**src/rtl/updown_sweep_ctrl.sv**
```systemverilog
// Triangle-sweep sequencer for an up/down counter: lo -> hi -> lo, n times, then done.
// Optional SWEEP_PAUSE_EN adds a 'pause' input that freezes the sweep in UP/DOWN.
//
// state | meaning
// IDLE  | waiting for start; limits checked on start
// LOAD  | one-cycle counter load with the latched lower bound
// UP    | counting towards hi, one dwell cycle at the peak
// DOWN  | counting towards lo, one dwell cycle at the floor, sweep counted
// DONE  | one-cycle completion pulse
module updown_sweep_ctrl #(
   parameter int WIDTH   = 4,
   parameter int SWEEP_W = 4
) (
   input  logic               Clk,
   input  logic               reset,
   input  logic               start,
   input  logic [WIDTH-1:0]   lo_lim,
   input  logic [WIDTH-1:0]   hi_lim,
   input  logic [SWEEP_W-1:0] n_sweeps,
   input  logic               abort,
`ifdef SWEEP_PAUSE_EN
   input  logic               pause,
`endif
   input  logic [WIDTH-1:0]   Count,
   output logic               UpOrDown,
   output logic               cnt_en,
   output logic               cnt_load,
   output logic [WIDTH-1:0]   load_val,
   output logic               busy,
   output logic               done,
   output logic               err,
   output logic [SWEEP_W-1:0] sweep_cnt
);

   typedef enum logic [2:0] {IDLE, LOAD, UP, DOWN, DONE} state_t;

   state_t             state;
   logic [WIDTH-1:0]   lo;
   logic [WIDTH-1:0]   hi;
   logic [SWEEP_W-1:0] n;
   logic [SWEEP_W-1:0] sweep_nxt;
   logic               hold;

`ifdef SWEEP_PAUSE_EN
   assign hold = pause;
`else
   assign hold = 1'b0;
`endif

   assign sweep_nxt = sweep_cnt + 1'b1;

   // Enable is combinational on Count so the counter stops exactly at the bound.
   always_comb begin
      cnt_en = 1'b0;
      case (state)
         UP:      cnt_en = (Count != hi) && !abort && !hold;
         DOWN:    cnt_en = (Count != lo) && !abort && !hold;
         default: cnt_en = 1'b0;
      endcase
   end

   always_ff @(posedge Clk) begin
      if (reset) begin
         state     <= IDLE;
         lo        <= '0;
         hi        <= '0;
         n         <= '0;
         UpOrDown  <= 1'b0;
         cnt_load  <= 1'b0;
         load_val  <= '0;
         busy      <= 1'b0;
         done      <= 1'b0;
         err       <= 1'b0;
         sweep_cnt <= '0;
      end else begin
         cnt_load <= 1'b0;
         done     <= 1'b0;
         err      <= 1'b0;
         case (state)
            IDLE: begin
               if (start) begin
                  if (lo_lim >= hi_lim || n_sweeps == '0) begin
                     err <= 1'b1;
                  end else begin
                     lo        <= lo_lim;
                     hi        <= hi_lim;
                     n         <= n_sweeps;
                     sweep_cnt <= '0;
                     load_val  <= lo_lim;
                     cnt_load  <= 1'b1;
                     busy      <= 1'b1;
                     state     <= LOAD;
                  end
               end
            end
            LOAD: begin
               if (abort) begin
                  busy  <= 1'b0;
                  state <= IDLE;
               end else begin
                  UpOrDown <= 1'b1;
                  state    <= UP;
               end
            end
            UP: begin
               if (abort) begin
                  busy  <= 1'b0;
                  state <= IDLE;
               end else if (!hold && Count == hi) begin
                  UpOrDown <= 1'b0;
                  state    <= DOWN;
               end
            end
            DOWN: begin
               if (abort) begin
                  busy  <= 1'b0;
                  state <= IDLE;
               end else if (!hold && Count == lo) begin
                  sweep_cnt <= sweep_nxt;
                  if (sweep_nxt == n) begin
                     done  <= 1'b1;
                     state <= DONE;
                  end else begin
                     UpOrDown <= 1'b1;
                     state    <= UP;
                  end
               end
            end
            DONE: begin
               busy  <= 1'b0;
               state <= IDLE;
            end
            default: begin
               busy  <= 1'b0;
               state <= IDLE;
            end
         endcase
      end
   end

endmodule
```
**config.mk**
```make
export PLATFORM = sky130hd
export DESIGN_NAME = updown_sweep_ctrl
export DESIGN_NICKNAME = d
export VERILOG_FILES = /design/src/rtl/updown_sweep_ctrl.sv
export SDC_FILE = /design/constraint.sdc
export NUM_CORES = 1
export LEC_CHECK = 0
export CORE_ASPECT_RATIO = 1.5
export CORE_MARGIN = 2
export CORE_UTILIZATION = 43
export DETAILED_ROUTE_END_ITERATION = 16
export GPL_TIMING_DRIVEN = 0
export PLACE_DENSITY_LB_ADDON = 0.05
export RECOVER_POWER = 50
export SYNTH_ARGS = -nofsm -noshare
export SYNTH_HDL_FRONTEND = slang
export SYNTH_SLANG_ARGS = --single-unit
```
**constraint.sdc**
```tcl
create_clock -name Clk -period 2 [get_ports Clk]
set_clock_uncertainty 0.15 [all_clocks]
set_input_delay 0.3 -clock Clk [delete_from_list [all_inputs] [get_ports Clk]]
set_output_delay 0.3 -clock Clk [all_outputs]
set_load 0.05 [all_outputs]
```
## Word-level counts from Yosys, hierarchy flattened

Cells that the tools add are included.

- Add/subtract/negate cells: 1
- Magnitude comparators: 1
- Equal/unequal tests: 19
- Muxes and demuxes: 29
- Bitwise logic cells: 5
- Reduce and logical (&&, ||, !) cells: 16

Operators with widths:

| operator | count |
|---|---|
| $mux W3 | 7 |
| $mux W4 | 4 |
| $ne A2 B2 Y1 const B | 8 |
| $eq A4 B4 Y1 | 3 |
| $mux W1 | 12 |
| $pmux W3 S4 | 1 |
| $ne A4 B4 Y1 | 2 |
| $pmux W4 S2 | 1 |
| $reduce_and A7 Y1 | 1 |
| $eq A3 B2 Y1 const B | 2 |
| $ne A3 B3 Y1 const B | 2 |
| $reduce_and A3 Y1 | 2 |
| $reduce_or A3 Y1 | 2 |
| $not A1 Y1 | 5 |
| $reduce_and A5 Y1 | 1 |
| $add A4 B1 Y4 const B | 1 |
| $ge A4 B4 Y1 | 1 |
| $logic_not A4 Y1 | 1 |
| $pmux W1 S2 | 2 |
| $reduce_and A4 Y1 | 1 |
| $reduce_or A4 Y1 | 1 |
| $eq A3 B1 Y1 const B | 1 |
| $logic_not A3 Y1 | 1 |
| $pmux W1 S3 | 1 |
| other kinds (7) | 8 |

- Register bits after elaboration: 24
- Input bits: 20
- Logic and storage cells: 81

## Depth between registers and ports, before layout

- Depth in word-level cells: 6
- Gate-level depth with buffers: 9
- Gate-level depth less buffers: 7

## Least setup slack after synthesis

OpenSTA, ideal clock, no wires.

- Path type: flip-flop to flip-flop
- Start point: register lo[1]
- End point: register state[0]
- Data arrival time: 2.411 ns
- Slack: -0.743 ns
- Cell stages (with the launch flop): 5
- Clock period less this slack: 2.743 ns
- Cells stage by stage: dfxtp_1 > xnor2_1 > and4_1 > o21ai_0 > o32ai_1

- Word-level cells in the longest chain between the ends: 3

RTL lines:

| what | line | text |
|---|---|---|
| start, declared | 38 | `logic [WIDTH-1:0] lo;` |
| start signal, assigned | 85 | `lo <= lo_lim;` |
| $eq A4 B4 Y1 | 118 | `end else if (!hold && Count == lo) begin` |
| $ne A3 B3 Y1 (no source line) | n/a |  |
| $reduce_and A4 Y1 (no source line) | n/a |  |
| end signal, assigned | 117 | `state <= IDLE;` |
| end signal, assigned | 122 | `state <= DONE;` |
| end signal, assigned | 125 | `state <= UP;` |
| end, declared | 37 | `state_t state;` |

No other way between the ends.
A chain may end at the register's enable or synchronous reset.

## Worst setup path in the final report

- Start point: register state[1]
- End point: register sweep_cnt[2]

- Word-level cells in the longest chain between the ends: 3
- Elaborated cells between the ends (all ways): 9
- Those cells by class: eq/ne (5); mux (1); reduce/logical (3)

RTL lines:

| what | line | text |
|---|---|---|
| start signal, assigned | 64 | `state <= IDLE;` |
| start signal, assigned | 92 | `state <= LOAD;` |
| start signal, assigned | 99 | `state <= IDLE;` |
| $eq A3 B2 Y1 / $logic_not A3 Y1 (equally long branches) | 79 | `case (state)` |
| $ne A2 B2 Y1 (no source line) / $reduce_bool A2 Y1 (equally long branches) | n/a |  |
| $reduce_and A5 Y1 (no source line) | n/a |  |
| end signal, assigned | 119 | `sweep_cnt <= sweep_nxt;` |
| end, declared | 32 | `output logic [SWEEP_W-1:0] sweep_cnt` |

Parallel ways exist; a longest one is shown, timed or not.

==> reports/results.tsv <==
stage	metric	value	unit
run_status	status	finished, violations left	
run_status	failing checks	negative setup slack	
sta	Setup TNS	-0.8293	ns
yosys	area of the mapped netlist	1262	um2
power	Worst IR Drop VDD	0.0005475	V
setup_path	Crit Path Max Fanout	5	
yosys	Unique masters post-synth	36	
setup_path	WS Path Type	reg -> reg	
setup_path	Critical Path Slowest Stage Cell	or4_4	
floorplanning	Core Area	2853	um2
yosys	Post-synth ARST share	0	
power	Final Power	1.229	mW
yosys	top-count cell post-synth	dfxtp_1	
final_layout	synthesis-to-finish area growth	46.58	%
clock_tree	clk slew on worst S/H paths	0.09	ns
sta	PnR worst setup slack	-0.07593	ns
setup_path	CP Buf/Inv Count	1	
yosys	sequential fraction of the synthesis area	0.3806	
yosys	Post-synth EDFFs	0	
floorplanning	I/O pins	34	
placed_design	Placer Congestion	0.8103	
floorplanning	die span in x	48.24	um
final_layout	nets	208	
sta	Final setup viols	16	
placed_design	Buffers on Ports	32	
yosys	Synth Area in Adders	0.04955	
power	P_sw	365.5	uW
clock_tree	CTS tree	built	
sta	slew margin rel.	0.6040	
flow_run	max cap viols	0	
grt	initial antenna violation count	0	
clock_tree	CTS HTree Levels	1	
power	Sw Share	0.2973	
clock_tree	CTS buffer count	3	
yosys	Synth area leaders	dfxtp_1 38%, mux2i_1 10%, xnor2_1 8.3%	
yosys	mux cell area share after synthesis	0.1031	
power	clock share of power	0.279	
sta	Min Clock Period, post-route	2.076	ns
floorplanning	die area	3394	um2
sta	RSZ-0062 raised after global routing	true	
final_layout	number of diodes	0	
min_path	worst min-delay path class	in -> reg	
power	Internal	863.7	uW
drt	Starting DRT DRC Count	37	
power	Pwr per Cell Area	664.3	nW/um2
power	Leakage	0.8184	nW
setup_path	CP Cell Sequence	or3b_4, or4_4, a21o_1, buf_6, and2_1, a21o_1	
setup_path	Critical Path RT	2.02	ns
sta	Final Cycle Share	1.038	
grt	global-route wire length before repair	5.175	mm
grt	grt total ovfl	0	
grt	gr usage total	0.2108	
clock_tree	clk_lat worst skew	0.27	ns
sta	Slew Viols, Final	0	
sta	Hold Fails Final Rpt	0	
grt	largest net degree at the start of global routing	14	
yosys	share of Yosys cell area claimed by the top area cell type	0.3806	
yosys	Syn Nets	161	
yosys	largest family of logic cells by synthesized area	simple AND/OR/NAND/NOR gates	
drt	vias per cell	5.357	
drt	WL final	3.194	mm
drt	antenna viol nets, final	0	
clock_tree	clock root buffer	clkbuf_8	
yosys	Synth Register Bits	24	
placed_design	Final HPWL DP	2.330	mm
clock_tree	Max Buffers Root-to-Sink	2	
clock_tree	Clock Sinks	24	
sta	Worst Hold Slack	0.2629	ns
setup_path	Worst setup EP type	flop	
grt	vias in the first global route	1194	
sta	Slew @ Worst Pin	0.5966	ns
setup_path	cell family with most CP delay	simple AND/OR/NAND/NOR gates	
power	Flop pwr share	0.430	
floorplanning	Die Ht	70.36	um
final_layout	final core occ	0.6487	
drt	DR WL/cell	14.45	um
drt	# DRC	0	
final_layout	share of cells above drive strength 1	0.1978	
yosys	XOR/XNOR Fraction of Synth Area	0.09713	
power	Comb power frac	0.291	
yosys	compound-cell area share of the yosys netlist	0.1169	
clock_tree	Post-CTS Hold Buffers	0	
yosys	ys flop type	dfxtp_1	
yosys	top cells by count, synth	24 x dfxtp_1, 17 x nor2_1, 13 x mux2i_1	
yosys	post-synthesis cell count	136	
floorplanning	row cnt	24	
yosys	leading area contributor after synthesis	dfxtp_1	
yosys	Simple-Gate Fraction of Synth Area	0.1982	
setup_path	most used cell, CP	a21o_1	
floorplanning	initial core utilization	0.4425	
yosys	syn_area_per_cell	9.283	um2
setup_path	Worst Setup Start Kind	flop	
yosys	yosys synthesis warning count	0	
drt	Vias	1184	
setup_path	Worst Path Arrival	2.10	ns
drt	Initial DRT Pass Iterations	4	
setup_path	slowest stage delay, CP	0.41	ns
sta	fmax	0.4817	GHz
state kept, by name, summed over array words and instances, names as in the netlist:
| register | count |
|---|---|
| cnt_load | 1 |
| UpOrDown | 1 |
| n | 4 |
| busy | 1 |
| sweep_cnt | 4 |
| state | 3 |
| lo | 4 |
| done | 1 |
| err | 1 |
| hi | 4 |
per-stage QoR:
stage | std cells | setup slack, ns | cell area (um2)
3_3_place_gp | 207 | -0.6121 | 1643
2_1_floorplan | 136 | 0.002297 | 1274
4_1_cts | 220 | -0.07047 | 1813
6_report | 221 | -0.07593 | 1851
3_5_place_dp | 207 | -0.6425 | 1643
5_1_grt | 221 | -0.1692 | 1851
final cells by class:
| cell class | instances | area, um2 |
|---|---|---|
| fill | 255 | 1002 |
| multi-input combinational | 100 | 798.3 |
| sequential | 24 | 489.2 |
| timing repair buffer | 43 | 394.1 |
| clock buffer | 4 | 55.05 |
| tap | 39 | 48.80 |
| buffer | 5 | 42.54 |
| inverter | 6 | 22.52 |
layout by cell type, fill, tap and decap left out, types with 2 or more instances in the layout:
master           netlist  layout
xor2_1                 2       2
a21o_1                 3       3
buf_6                  1       2
or3_1                  2       2
mux2i_1               13      13
inv_1                  6       6
clkbuf_1               3       7
dlygate4sd2_1          0       7
xnor2_1               12       8
dfxtp_4                0       2
nand4_1                3       3
buf_4                  0      10
ha_1                   5       4
xnor2_2                0       4
clkbuf_8               0       4
a211o_1                2       2
nor3_1                 5       5
dfxtp_1               24      21
o21ai_0                5       4
clkdlybuf4s50_1        0      15
nor4b_1                3       2
a21oi_1                3       3
nand3_1                3       2
dlymetal6s2s_1         0       4
nand2_1                3       3
nor2_1                17      16
logic make-up after synthesis:
kind of cell	Yosys count
compound gates	21
xor+xnor	14
simple gates	47
fa+ha+maj	5
mux	13
buf+inv	12
flops	24
final timing paths:
kind | startpoint | endpoint | slack [ns] | depth (start not counted)
setup / recovery | state[1] | sweep_cnt[2] | -0.08 | 6
hold / removal | lo_lim[0] | lo[0] | 0.26 | 3
setup reg to reg | state[1] | sweep_cnt[2] | -0.08 | 6
hold reg to reg | n[0] | n[0] | 0.38 | 2
metal layers:
layer | track usage | up-vias | part of all wire
met1 | 0.2179 | 570 | 0.36
li1 | - | 577 | -
met4 | 0.07808 | 0 | 0.021
met5 | 0 | - | 0
met2 | 0.3801 | 30 | 0.58
met3 | 0.04134 | 7 | 0.039
power by group through the flow:
stage,logic (mW),clock network (mW),registers (mW)
after detailed placement,0.296,0,0.544
after global routing,0.383,0.369,0.534
after floorplan,0.151,0,0.585
final,0.357,0.343,0.529
after CTS,0.346,0.346,0.528
after global placement,0.293,0,0.542
worst min-delay path, cell delays in order:
cell           delay, ns
dlygate4sd2_1       0.21
mux2i_1             0.07
nor2_1              0.07
timing repair:
action / 4_1_cts / 5_1_grt
buffers inserted: 8 / 2
endpoints found under the setup margin: 22 / 22
gates resized for setup: 26 / 19
pin swaps: 4 / 7
cloned: 1 / 0
No activity file was read; power rests on OpenSTA's default activity.
